[src/rtl/fb_scanout_fetch.sv]
`default_nettype none
// ============================================================================
// fb_scanout_fetch : DDR frame-buffer burst reader feeding the VGA pixel stream
// Revision 1.0
// ============================================================================
module fb_scanout_fetch #(
    parameter logic [29:0] FB_BASE    = 30'd5242880,
    parameter int          BURST      = 32,
    parameter int          FIFO_DEPTH = 64
) (
    input  logic        clk,
    input  logic        reset,
    input  logic        mem_calib_done,
    input  logic [20:0] total_pixels,
    input  logic        frame_sync,
    input  logic        cmd_full,
    output logic [2:0]  cmd_instr,
    output logic [5:0]  cmd_bl,
    output logic [29:0] cmd_byte_addr,
    output logic        cmd_en,
    input  logic [31:0] rd_data,
    input  logic [6:0]  rd_count,
    input  logic        rd_empty,
    output logic        rd_en,
    output logic [23:0] pix_data,
    output logic        pix_valid,
    input  logic        pix_ready,
    output logic        underrun,
    output logic        frame_done
);

    localparam logic [6:0] c_burst = 7'(BURST);
    localparam logic [7:0] c_depth = 8'(FIFO_DEPTH);

    typedef enum logic [2:0] {
        S_WAIT_CAL = 3'd0,
        S_ARM      = 3'd1,
        S_STREAM   = 3'd2,
        S_GAP      = 3'd3,
        S_FLUSH    = 3'd4,
        S_DONE     = 3'd5
    } state_t;

    state_t      r_state, w_state_next;
    logic        r_calib_s1, r_calib_s2;
    logic [20:0] r_tp, r_req_words, r_sent;
    logic [6:0]  r_committed;

    logic [20:0] w_remain;
    logic [6:0]  w_amount;
    logic        w_fits;
    logic        w_issue, w_reload, w_take_sync;
    logic        w_pix_valid, w_rd_en, w_stream_pop, w_starve;
    logic        w_unused;

    assign w_remain = r_tp - r_req_words;
    assign w_amount = (w_remain >= 21'(BURST)) ? c_burst : w_remain[6:0];
    // Words still in flight count against the FIFO so the port can never overflow.
    assign w_fits   = ({1'b0, r_committed} + {1'b0, w_amount}) <= c_depth;

    always_comb begin
        w_state_next = r_state;
        w_issue      = 1'b0;
        w_reload     = 1'b0;
        w_take_sync  = 1'b0;
        w_pix_valid  = 1'b0;
        w_rd_en      = 1'b0;
        w_starve     = 1'b0;
        case (r_state)
            S_WAIT_CAL: begin
                if (r_calib_s2) w_state_next = S_ARM;
            end
            S_ARM, S_DONE: begin
                if (frame_sync) begin
                    w_take_sync  = 1'b1;
                    w_reload     = 1'b1;
                    w_state_next = S_STREAM;
                end
            end
            S_STREAM, S_GAP: begin
                w_pix_valid = !rd_empty && (r_sent < r_tp);
                w_rd_en     = w_pix_valid && pix_ready;
                w_starve    = pix_ready && rd_empty && (r_sent < r_tp);
                if (frame_sync) begin
                    w_take_sync  = 1'b1;
                    w_state_next = S_FLUSH;
                end else if ((r_sent == r_tp) && (r_committed == 7'd0)) begin
                    w_state_next = S_DONE;
                end else if ((r_state == S_STREAM) && (r_req_words < r_tp) &&
                             !cmd_full && w_fits) begin
                    w_issue      = 1'b1;
                    w_state_next = S_GAP;
                end else if (r_state == S_GAP) begin
                    w_state_next = S_STREAM;
                end
            end
            S_FLUSH: begin
                // Discard every word of the abandoned frame before restarting at pixel 0.
                w_rd_en = !rd_empty && (r_committed != 7'd0);
                if (r_committed == 7'd0) begin
                    w_reload     = 1'b1;
                    w_state_next = S_STREAM;
                end
            end
            default: w_state_next = S_WAIT_CAL;
        endcase
    end

    assign w_stream_pop = w_pix_valid && pix_ready;

    always_ff @(posedge clk or negedge reset) begin
        if (!reset) r_state <= S_WAIT_CAL;
        else        r_state <= w_state_next;
    end

    always_ff @(posedge clk or negedge reset) begin
        if (!reset) begin
            r_calib_s1    <= 1'b0;
            r_calib_s2    <= 1'b0;
            r_tp          <= '0;
            r_req_words   <= '0;
            r_sent        <= '0;
            r_committed   <= '0;
            cmd_en        <= 1'b0;
            cmd_bl        <= '0;
            cmd_byte_addr <= '0;
            underrun      <= 1'b0;
        end else begin
            r_calib_s1  <= mem_calib_done;
            r_calib_s2  <= r_calib_s1;
            cmd_en      <= w_issue;
            r_committed <= r_committed + (w_issue ? w_amount : 7'd0) - {6'd0, w_rd_en};
            if (w_take_sync) r_tp <= total_pixels;
            if (w_issue) begin
                cmd_bl        <= 6'(w_amount - 7'd1);
                cmd_byte_addr <= FB_BASE + 30'({r_req_words, 2'b00});
            end
            if (w_reload) begin
                r_req_words <= '0;
                r_sent      <= '0;
                underrun    <= 1'b0;
            end else begin
                if (w_issue)      r_req_words <= r_req_words + 21'(w_amount);
                if (w_stream_pop) r_sent      <= r_sent + 21'd1;
                if (w_starve)     underrun    <= 1'b1;
            end
        end
    end

    assign cmd_instr  = 3'b001;
    assign rd_en      = w_rd_en;
    assign pix_valid  = w_pix_valid;
    assign pix_data   = rd_data[23:0];
    assign frame_done = (r_state == S_DONE);
    assign w_unused   = ^{rd_count, rd_data[31:24]};

endmodule
`default_nettype wire

[config.mk]
export PLATFORM = sky130hd
export DESIGN_NAME = fb_scanout_fetch
export DESIGN_NICKNAME = d
export VERILOG_FILES = /design/src/rtl/fb_scanout_fetch.sv
export SDC_FILE = /design/constraint.sdc
export NUM_CORES = 1
export LEC_CHECK = 0
export ABC_CLOCK_PERIOD_IN_PS = 9000
export BUFFER_PORTS_ARGS = -buffer_cell sky130_fd_sc_hd__buf_2
export CAP_MARGIN = 20
export CORE_ASPECT_RATIO = 1.5
export CORE_MARGIN = 8
export CORE_UTILIZATION = 58
export DETAILED_ROUTE_END_ITERATION = 16
export GPL_ROUTABILITY_DRIVEN = 0
export PLACE_DENSITY = 0.85
export SLEW_MARGIN = 0
export SYNTH_ARGS = -nofsm -noshare
export SYNTH_HDL_FRONTEND = slang
export SYNTH_SLANG_ARGS = --single-unit
export TNS_END_PERCENT = 100
[constraint.sdc]
create_clock -name clk -period 9 [get_ports clk]
set_input_delay 0.45 -clock clk [delete_from_list [all_inputs] [get_ports clk]]
set_output_delay 0.45 -clock clk [all_outputs]
set_load 0.005 [all_outputs]
==> results.py, run 1 <==
metrics = {
    "routing": {
        "vias_per_cell": 6.19,
        "routed_wl_um": 18700,
        "firstDrtPassIters": 5,
        "drc": 0,
        "wl_per_cell_um": 17.3,
        "ant_nets": 0,
        "vias": 6679,
        "drt_iter0_drc": 489,
    },
    "clock_tree": {
        "cts-buffers-inserted": 9,
        "clkTransAtPathRegs_ns": 0.07,
        "clkSinkCount": 105,
        "postCtsSetupBuffers": 0,
        "cts_htree_levels": 3,
        "cts_tree": "built",
        "cts_resized": 0,
        "clk_path_buf_depth": 2,
        "clk-insertion-delay-late_ns": 0.36,
        "hold_buffers": 0,
        "root_buffer": "clkbuf_16",
    },
    "grt": {
        "grt-ovfl-total": 0,
        "grt_start_max_net_pins": 58,
        "antenna_found_initial": 0,
        "grt_pass1_vias": 6517,
        "track_usage": 0.206,
        "grt_pass1_wl_um": 30700,
    },
    "place": {
        "place_ws_ns": 1.65,
        "portBuffers": 60,
        "dpl.hpwl_um": 13800,
    },
    "final_layout": {
        "utilization": 0.623,
        "fin_nets": 1053,
        "syn2layout_area_growth_pct": 5.75,
        "diodes": 0,
        "drive_gt1_frac": 0.138,
    },
    "timing": {
        "fin_tns_setup_ns": 0,
        "slew_viol_final": 0,
        "skew_ns": 0.00885,
        "fmax_ghz": 0.134,
        "fin_crit_ns": 7.49,
        "tightest_slew_ns": 1.01,
        "relSlewSlack": 0.327,
        "finalHoldViolations": 0,
        "setup_viol_count_final": 0,
        "period_share": 0.832,
        "worst_slack_ns": 1.51,
        "rsz0062_at_grt": "false",
    },
    "setup_path": {
        "crit_arrival_ns": 7.77,
        "r2r_cells": 30,
        "worstReg2RegStart": "r_tp[0]",
        "crit_required_ns": 9.28,
        "worstSetupPathType": "reg2reg",
        "worstSetupStartpoint": "r_tp[0]",
        "path_max_fanout": 13,
        "r2r_end": "r_committed[6]",
        "crit_end": "r_committed[6]",
        "cpPeakStageDelay_ns": 0.49,
        "critPathSlowestCell": "a311oi_1",
        "r2r_setup_slack_ns": 1.51,
        "cpMostUsedCell": "ha_1",
        "crit_path_end_kind": "flop",
        "critPathLaunchType": "flop",
    },
    "run": {
        "cap_violations": 0,
    },
    "floorplanning": {
        "dieArea_um2": 17700,
        "num_rows": 52,
        "start_util": 0.589,
        "core-area_um2": 13400,
        "die_h_um": 159,
        "pin_count": 135,
        "die_width_um": 111,
    },
    "pwr": {
        "leakage_nw": 3.94,
        "powerDensity_nw_per_um2": 259,
        "ir_drop_uv": 127,
    },
    "synth": {
        "syn_inst": 897,
        "async_reset_ff_frac": 1.00,
        "ys.flop_type": "dfrtp_1",
        "synth_seq_cells": 105,
        "synth_warnings": 0,
        "ys_types": 75,
        "synth.avg_cell_area_um2": 8.80,
        "seq_area_frac_synth": 0.333,
        "synth-edff-count": 0,
        "netlist_area_um2": 7900,
    },
    "hold_path": {
        "holdCritPathClass": "in2async",
    },
    "outcome": {
        "outcome": "finished clean",
    },
}
[power by group]
part | total (mW) | internal, mW | leakage, nW | switching, mW
logic | 1.13 | 0.474 | 2.42 | 0.652
clock network | 0.382 | 0.197 | 0.128 | 0.185
registers | 0.657 | 0.562 | 1.39 | 0.0952
[sequential cells by signal, indices dropped and copies added (netlist names)]
register and count:
r_req_words 21, cmd_byte_addr 22, r_calib_s2 1, r_state 3, r_calib_s1 1, r_committed 7
r_sent 21, cmd_bl 6, cmd_en 1, r_tp 21, underrun 1
[metal layers]
layer	GRT usage	share of wire
met5	0	0
met4	0.112	0.035
met3	0.0321	0.053
met2	0.352	0.50
met1	0.241	0.41
[cells in the final DEF, fill, tap and decap left out, types with 19 or more instances in the layout]
cell	count
a21o_1	19
a21oi_1	57
buf_2	59
dfrtp_1	105
ha_1	70
inv_1	70
mux2_2	21
nand2_1	81
nand3_1	38
nand4_1	20
nor2_1	45
nor3_1	25
o21ai_0	39
xnor2_1	20
[per-stage QoR]
| step | total power, mW | hold slack (ns) | instance area, um^2 | std cells |
|---|---|---|---|---|
| after global routing | 2.32 | 0.195 | 8350 | 1079 |
| after detailed placement | 1.76 | 0.337 | 8070 | 1063 |
| after CTS | 2.15 | 0.183 | 8350 | 1079 |
| after floorplan | 1.52 | 0.154 | 7940 | 908 |
| final | 2.17 | 0.136 | 8350 | 1079 |
| after global placement | 1.73 | 0.334 | 8070 | 1063 |
[synth_stat cells (5+ instances only)]
cell type | number | share of area
and3_1 | 10 | 0.0079
a311oi_1 | 6 | 0.0067
xor2_1 | 12 | 0.013
nand3_1 | 38 | 0.024
inv_1 | 70 | 0.033
nor3_1 | 25 | 0.016
mux2i_1 | 7 | 0.0089
dfrtp_1 | 105 | 0.33
o21ai_0 | 39 | 0.025
o21a_1 | 16 | 0.015
o21bai_1 | 8 | 0.0076
nor3b_1 | 5 | 0.0048
or4_1 | 8 | 0.0076
clkbuf_1 | 31 | 0.015
nand4_1 | 20 | 0.016
nor2b_1 | 5 | 0.0040
o211ai_2 | 5 | 0.0079
o21ai_1 | 6 | 0.0038
a211oi_1 | 7 | 0.0067
a21oi_1 | 58 | 0.037
buf_4 | 35 | 0.033
nand2b_1 | 10 | 0.0079
o31ai_1 | 13 | 0.012
ha_1 | 70 | 0.11
o211ai_1 | 16 | 0.015
o2111ai_1 | 6 | 0.0067
or3_1 | 8 | 0.0063
nand2_1 | 81 | 0.039
xnor2_1 | 20 | 0.022
nor2_1 | 45 | 0.021
a21o_1 | 19 | 0.018
mux2_2 | 21 | 0.030
[kinds of logic (layout without fill, tap and decap cells)]
| group | count (synthesis) | in the layout | share of synthesized area |
|---|---|---|---|
| AND/OR/NAND/NOR | 284 | 284 | 0.186 |
| flip-flops | 105 | 105 | 0.333 |
| multiplexers | 28 | 28 | 0.0388 |
| XOR/XNOR | 32 | 32 | 0.0355 |
| other | 2 | 13 | 0.000951 |
| buffers and inverters | 145 | 154 | 0.0881 |
| AO/OA/AOI/OAI | 227 | 227 | 0.196 |
| adder cells (fa/ha/maj) | 74 | 74 | 0.121 |
[worst max-delay path: cells and delay by family, from the launching register on]
family          cells  cell delay, ns
xor+xnor            1            0.14
fa+ha+maj           7            2.22
flops               1            0.41
simple gates        6            1.18
compound gates     13            3.19
buf+inv             3            0.26
[area by class of cell]
cell class | instances | area, um^2
Fill cell | 1175 | 5050
Multi-Input combinational cell | 658 | 4620
Sequential cell | 105 | 2630
Clock inverter | 5 | 40.0
Timing Repair Buffer | 66 | 348
Tap cell | 162 | 203
Clock buffer | 11 | 243
Inverter | 72 | 270
[worst min-delay path by stage]
| stage | start | slack, ns | endpoint | cells past startpoint |
|---|---|---|---|---|
| 6_report | reset | 0.14 | r_committed[3] | 1 |
| 5_1_grt | mem_calib_done | 0.19 | r_calib_s1 | 1 |
| 4_1_cts | reset | 0.18 | r_calib_s1 | 1 |
| 3_5_place_dp | r_calib_s1 | 0.34 | r_calib_s2 | 0 |
| 3_3_place_gp | r_calib_s1 | 0.33 | r_calib_s2 | 0 |
| 2_1_floorplan | reset | 0.15 | cmd_bl[0] | 0 |
Power figures use the tool's default switching activity.
==> run 2: changes to the inputs <==
--- a/config.mk
+++ b/config.mk
@@ -5,15 +5,16 @@
 export SDC_FILE = /design/constraint.sdc
 export NUM_CORES = 1
 export LEC_CHECK = 0
-export ABC_CLOCK_PERIOD_IN_PS = 9000
+export ABC_AREA = 1
+export ABC_CLOCK_PERIOD_IN_PS = 6610
 export BUFFER_PORTS_ARGS = -buffer_cell sky130_fd_sc_hd__buf_2
 export CAP_MARGIN = 20
 export CORE_ASPECT_RATIO = 1.5
 export CORE_MARGIN = 8
-export CORE_UTILIZATION = 58
+export CORE_UTILIZATION = 52
 export DETAILED_ROUTE_END_ITERATION = 16
 export GPL_ROUTABILITY_DRIVEN = 0
-export PLACE_DENSITY = 0.85
+export PLACE_DENSITY = 0.81
 export SLEW_MARGIN = 0
 export SYNTH_ARGS = -nofsm -noshare
 export SYNTH_HDL_FRONTEND = slang
==> constraint.sdc (replaced) <==
create_clock -name clk -period 6.61 [get_ports clk]
set_input_delay 0.3305 -clock clk [delete_from_list [all_inputs] [get_ports clk]]
set_output_delay 0.3305 -clock clk [all_outputs]
set_load 0.005 [all_outputs]
==> run 2 against run 1 <==
Against the previous run: the run now ends with negative hold slack left; maximum frequency grew 24%; synthesized cell count grew 24%; non-clock buffer count is the same; critical path depth rose by 7; global-route usage decreased by 0.068 points; critical path type unchanged; largest cell class unchanged.
==> results.py, run 2 <==
metrics = {
    "pwr": {
        "combinationalPowerShare": 0.557,
        "leakage_nw": 4.55,
        "power_frac_seq": 0.261,
        "swShare": 0.462,
        "powerDensity_nw_per_um2": 390,
        "ir_drop_uv": 264,
        "clockPowerShare": 0.182,
        "fin_total_pwr_mw": 3.39,
        "power_switching_mw": 1.57,
        "internal_power_mw": 1.83,
    },
    "setup_path": {
        "critPathLaunchType": "flop",
        "cpMostUsedCell": "nand2_1",
        "cpPeakStageDelay_ns": 0.41,
        "path_max_fanout": 7,
        "critPathSlowestCell": "fa_1",
        "crit_arrival_ns": 6.32,
        "crit_path_end_kind": "flop",
        "r2r_end": "r_committed[6]",
        "crit_required_ns": 6.89,
        "worstSetupPathType": "reg2reg",
        "r2r_cells": 37,
        "worstReg2RegStart": "r_tp[0]",
        "r2r_setup_slack_ns": 0.57,
    },
    "synth": {
        "synth_seq_cells": 105,
        "synth-edff-count": 0,
        "netlist_area_um2": 8030,
        "synthTopCellsByCount": "nand2_1 (278), inv_1 (178), dfrtp_1 (105)",
        "ys.flop_type": "dfrtp_1",
        "syn_inst": 1112,
        "ys_types": 46,
        "synthTopCellsByArea": "dfrtp_1 (33%), nand2_1 (13%), ha_1 (11%)",
        "synth.avg_cell_area_um2": 7.22,
        "yosysMostFrequentCell": "nand2_1",
        "async_reset_ff_frac": 1.00,
        "synth_warnings": 0,
        "synth_top_cell_area_share": 0.327,
        "seq_area_frac_synth": 0.327,
        "synth_largest_area_cell": "dfrtp_1",
    },
    "grt": {
        "grt-ovfl-total": 0,
        "antenna_found_initial": 0,
        "grt_pass1_vias": 7172,
        "grt_start_max_net_pins": 56,
        "track_usage": 0.206,
        "grt_pass1_wl_um": 33300,
    },
    "timing": {
        "rsz0062_at_grt": "false",
        "slew_viol_final": 0,
        "skew_ns": 0.00645,
        "setup_viol_count_final": 0,
        "tightest_slew_ns": 0.909,
        "finalHoldViolations": 5,
        "relSlewSlack": 0.389,
        "fin_tns_setup_ns": 0,
        "period_share": 0.914,
        "fin_crit_ns": 6.04,
        "holdWs_ns": -0.00625,
        "fmax_ghz": 0.165,
    },
    "final_layout": {
        "nFillCells": 1352,
        "largest_reg_flops": 22,
        "diodes": 0,
        "multiInputGateArea_um2": 4420,
        "register_area_um2": 2630,
        "final_cells": 1351,
        "postLayoutCellArea_um2": 8700,
        "layout_common_cells": "nand2_1 (278), inv_1 (178), dfrtp_1 (105)",
        "fin_nets": 1288,
        "drive_gt1_frac": 0.104,
        "syn2layout_area_growth_pct": 8.32,
        "largest_register": "cmd_byte_addr",
        "layout_commonest_cell": "nand2_1",
    },
    "routing": {
        "routed_wl_um": 20400,
        "ant_nets": 0,
        "firstDrtPassIters": 4,
        "drc": 0,
        "wl_per_cell_um": 15.1,
        "drt_iter0_drc": 351,
        "vias": 7338,
        "vias_per_cell": 5.43,
    },
    "floorplanning": {
        "core-area_um2": 15100,
        "num_rows": 55,
        "dieArea_um2": 19800,
        "start_util": 0.533,
        "die_width_um": 117,
        "die_h_um": 168,
        "pin_count": 135,
    },
    "clock_tree": {
        "clkTransAtPathRegs_ns": 0.07,
        "cts_htree_levels": 3,
        "hold_buffers": 0,
        "cts_tree": "built",
        "clk_path_buf_depth": 2,
        "root_buffer": "clkbuf_16",
        "clk-insertion-delay-late_ns": 0.36,
        "cts-buffers-inserted": 9,
        "clkSinkCount": 105,
    },
    "outcome": {
        "violations": "negative hold slack",
        "outcome": "complete, but fails checks",
    },
    "place": {
        "dpl.hpwl_um": 16000,
        "post-place-cells": 1332,
        "dpl-instance-area_um2": 8310,
        "portBuffers": 60,
    },
    "run": {
        "cap_violations": 0,
    },
    "hold_path": {
        "holdCritPathClass": "in2async",
    },
}
[run 2: changes by cell type after synthesis, moves of 13 or more]
| cell | change |
|---|---|
| nor2_1 | +33 |
| clkbuf_1 | -19 |
| nand2_1 | +197 |
| o21ai_0 | +19 |
| mux2_2 | -21 |
| o211ai_1 | -13 |
| inv_1 | +108 |
| a21o_1 | -19 |
[run 2: power groups by stage]
stage	Sequential, mW	Clock, mW	Combinational (mW)
6_report	0.886	0.618	1.89
5_1_grt	0.899	0.651	2.14
4_1_cts	0.883	0.627	1.86
3_5_place_dp	0.894	0	1.83
3_3_place_gp	0.888	0	1.77
2_1_floorplan	0.859	0	1.44
[run 2: layer usage]
metal  global-route usage  vias to the layer above  part of all wire
li1                     -                     3609                 -
met1                0.216                     3464              0.38
met2                0.393                      216              0.54
met3               0.0244                       49             0.049
met4                0.106                        0             0.034
met5                    0                        -                 0
[run 2: final cells by class]
type,instances,area share
Inverter,184,0.0794
Clock inverter,7,0.0137
Multi-Input combinational cell,781,0.508
Tap cell,199,0.0286
Sequential cell,105,0.302
Clock buffer,9,0.0259
Timing Repair Buffer,66,0.0427
[run 2: through the flow]
step / utilization / setup slack (ns)
after floorplan: - / 1.29
after global placement: 0.551 / 0.733
after detailed placement: 0.551 / 0.633
after CTS: 0.574 / 0.607
after global routing: 0.577 / 0.00260
final: 0.577 / 0.565
[run 2: repair_timing]
action / in CTS / in global routing
setup buffers: 0 / 2
gates resized for setup: 0 / 1
setup endpoints to repair: 0 / 1
[run 2: worst max-delay path by stage]
stage | startpoint | to | slack, ns | depth (start not counted)
after global placement | r_tp[0] | r_committed[6] | 0.73 | 37
after detailed placement | r_tp[0] | r_committed[6] | 0.63 | 37
final | r_tp[0] | r_committed[6] | 0.57 | 37
after global routing | r_tp[0] | r_committed[6] | 0.003 | 40
after floorplan | r_tp[0] | r_committed[6] | 1.29 | 41
after CTS | r_tp[0] | r_committed[6] | 0.61 | 37
[run 2: cells by family after synthesis]
kind of cell	Yosys count	synth area share
AOI/OAI and AO/OA	156	0.108
buffers and inverters	237	0.129
xor gates and xnor gates	35	0.0382
DFF	105	0.327
and+or+nand+nor	503	0.278
adders and majority gates	74	0.119
other	2	0.000935
[run 2: critical path, delay by kind of cell, from the launching register on]
| family | cells | cell delay, ns |
|---|---|---|
| buffers and inverters | 5 | 0.46 |
| AOI/OAI and AO/OA | 5 | 0.72 |
| and+or+nand+nor | 20 | 2.39 |
| adders and majority gates | 6 | 1.86 |
| xor gates and xnor gates | 1 | 0.15 |
| DFF | 1 | 0.40 |
==> run 3: changes to the inputs <==
--- a/config.mk
+++ b/config.mk
@@ -11,10 +11,10 @@
 export CAP_MARGIN = 20
 export CORE_ASPECT_RATIO = 1.5
 export CORE_MARGIN = 8
-export CORE_UTILIZATION = 52
+export CORE_UTILIZATION = 50
 export DETAILED_ROUTE_END_ITERATION = 16
 export GPL_ROUTABILITY_DRIVEN = 0
-export PLACE_DENSITY = 0.81
+export PLACE_DENSITY = 0.78
 export SLEW_MARGIN = 0
 export SYNTH_ARGS = -nofsm -noshare
 export SYNTH_HDL_FRONTEND = slang
==> run 3 against run 2 <==
Against the previous run: the run now ends clean; non-clock buffer count is 4 higher; flip-flop and latch count stayed put; clock skew is 0.0013 ns higher; clock-buffer cell count is 2 higher; largest cell class unchanged.
==> results.py, run 3 (same netlist as run 2, synthesis figures left out) <==
metrics = {
    "outcome": {
        "outcome": "finished clean",
    },
    "floorplanning": {
        "pin_count": 135,
        "num_rows": 57,
        "start_util": 0.503,
        "die_h_um": 171,
        "dieArea_um2": 20500,
        "core-area_um2": 16000,
        "die_width_um": 119,
    },
    "setup_path": {
        "crit_path_end_kind": "flop",
        "cpMostUsedCell": "nand2_1",
        "critPathSlowestCell": "fa_1",
        "critPathLaunchType": "flop",
        "crit_arrival_ns": 6.27,
        "path_delay_family": "simple AND/OR/NAND/NOR gates",
        "crit_required_ns": 6.89,
        "cpPeakStageDelay_ns": 0.41,
        "crit_buf_inv": 5,
        "path_max_fanout": 7,
        "worstSetupPathType": "reg2reg",
    },
    "timing": {
        "finalHoldViolations": 0,
        "period_share": 0.907,
        "setup_viol_count_final": 0,
        "worst_slack_ns": 0.615,
        "relSlewSlack": 0.449,
        "tightest_slew_ns": 0.827,
        "fin_crit_ns": 5.99,
        "fin_tns_setup_ns": 0,
        "rsz0062_at_grt": "false",
        "skew_ns": 0.00770,
        "slew_viol_final": 0,
        "fmax_ghz": 0.167,
        "holdWs_ns": 0.0816,
    },
    "pwr": {
        "combinationalPowerShare": 0.563,
        "leakage_nw": 4.56,
        "clockPowerShare": 0.169,
        "power_frac_seq": 0.268,
        "ir_drop_uv": 189,
        "swShare": 0.467,
        "internal_power_mw": 1.76,
        "fin_total_pwr_mw": 3.31,
        "power_switching_mw": 1.54,
        "powerDensity_nw_per_um2": 379,
    },
    "grt": {
        "grt_start_max_net_pins": 85,
        "track_usage": 0.203,
        "grt_pass1_wl_um": 33600,
        "antenna_found_initial": 0,
        "grt-ovfl-total": 0,
        "grt_pass1_vias": 7263,
    },
    "final_layout": {
        "largest_register": "cmd_byte_addr",
        "utilization": 0.546,
        "largest_reg_flops": 22,
        "layout_common_cells": "nand2_1 (278), inv_1 (178), dfrtp_1 (105)",
        "layout_commonest_cell": "nand2_1",
        "drive_gt1_frac": 0.106,
        "final_cells": 1362,
        "diodes": 0,
        "postLayoutCellArea_um2": 8720,
        "syn2layout_area_growth_pct": 8.54,
        "fin_nets": 1292,
    },
    "place": {
        "dpl-instance-area_um2": 8320,
        "post-place-cells": 1340,
        "portBuffers": 60,
        "dpl.hpwl_um": 16100,
        "place_ws_ns": 0.495,
    },
    "clock_tree": {
        "clk_path_buf_depth": 2,
        "clkTransAtPathRegs_ns": 0.07,
        "cts-buffers-inserted": 9,
        "cts_resized": 0,
        "cts_tree": "built",
        "clkSinkCount": 105,
        "cts_htree_levels": 3,
        "root_buffer": "clkbuf_16",
        "clk-insertion-delay-late_ns": 0.35,
    },
    "hold_path": {
        "holdCritPathClass": "in2reg",
    },
    "routing": {
        "vias": 7262,
        "firstDrtPassIters": 5,
        "drt_iter0_drc": 349,
        "vias_per_cell": 5.33,
        "drc": 0,
        "routed_wl_um": 20400,
        "ant_nets": 0,
        "wl_per_cell_um": 15.0,
    },
    "run": {
        "cap_violations": 0,
    },
}
[run 3: timing repair]
| item | CTS | global route |
|---|---|---|
| endpoints found under the setup margin | 0 | 1 |
| hold buffers | 1 | 0 |
| setup buffers | 0 | 3 |
| endpoints found under the hold margin | 21 | 0 |
[run 3: metal layers]
layer / up-vias / GRT usage / wire length (um)
li1: 3611 / - / -
met1: 3391 / 0.216 / 7870
met2: 200 / 0.379 / 10900
met3: 60 / 0.0283 / 821
met4: 0 / 0.109 / 882
met5: - / 0 / 0
[run 3: worst paths after layout]
path	start	to	slack, ns	depth (start not counted)
worst max-delay path	r_tp[0]	r_committed[6]	0.62	37
worst min-delay path	mem_calib_done	r_calib_s1	0.08	1
worst max register to register	r_tp[0]	r_committed[6]	0.62	37
worst min register to register	r_calib_s1	r_calib_s2	0.35	0
max in group asynchronous	reset	r_req_words[5]	5.19	4
min in group asynchronous	reset	r_committed[4]	0.41	2
[run 3: final cells by class]
| cell class | instances | area [um^2] |
|---|---|---|
| clock buffer | 11 | 243 |
| sequential | 105 | 2630 |
| multi-input combinational | 781 | 4420 |
| fill | 1545 | 7260 |
| inverter | 184 | 691 |
| timing repair buffer | 70 | 420 |
| clock inverter | 5 | 61.3 |
| tap | 206 | 258 |
[run 3: power groups by stage]
stage               clock [mW]  sequential [mW]  combinational [mW]
floorplan                    0            0.859                1.44
global placement             0            0.890                1.78
detailed placement           0            0.895                1.83
CTS                      0.565            0.884                1.84
global route             0.594            0.901                2.13
finish                   0.560            0.885                1.86
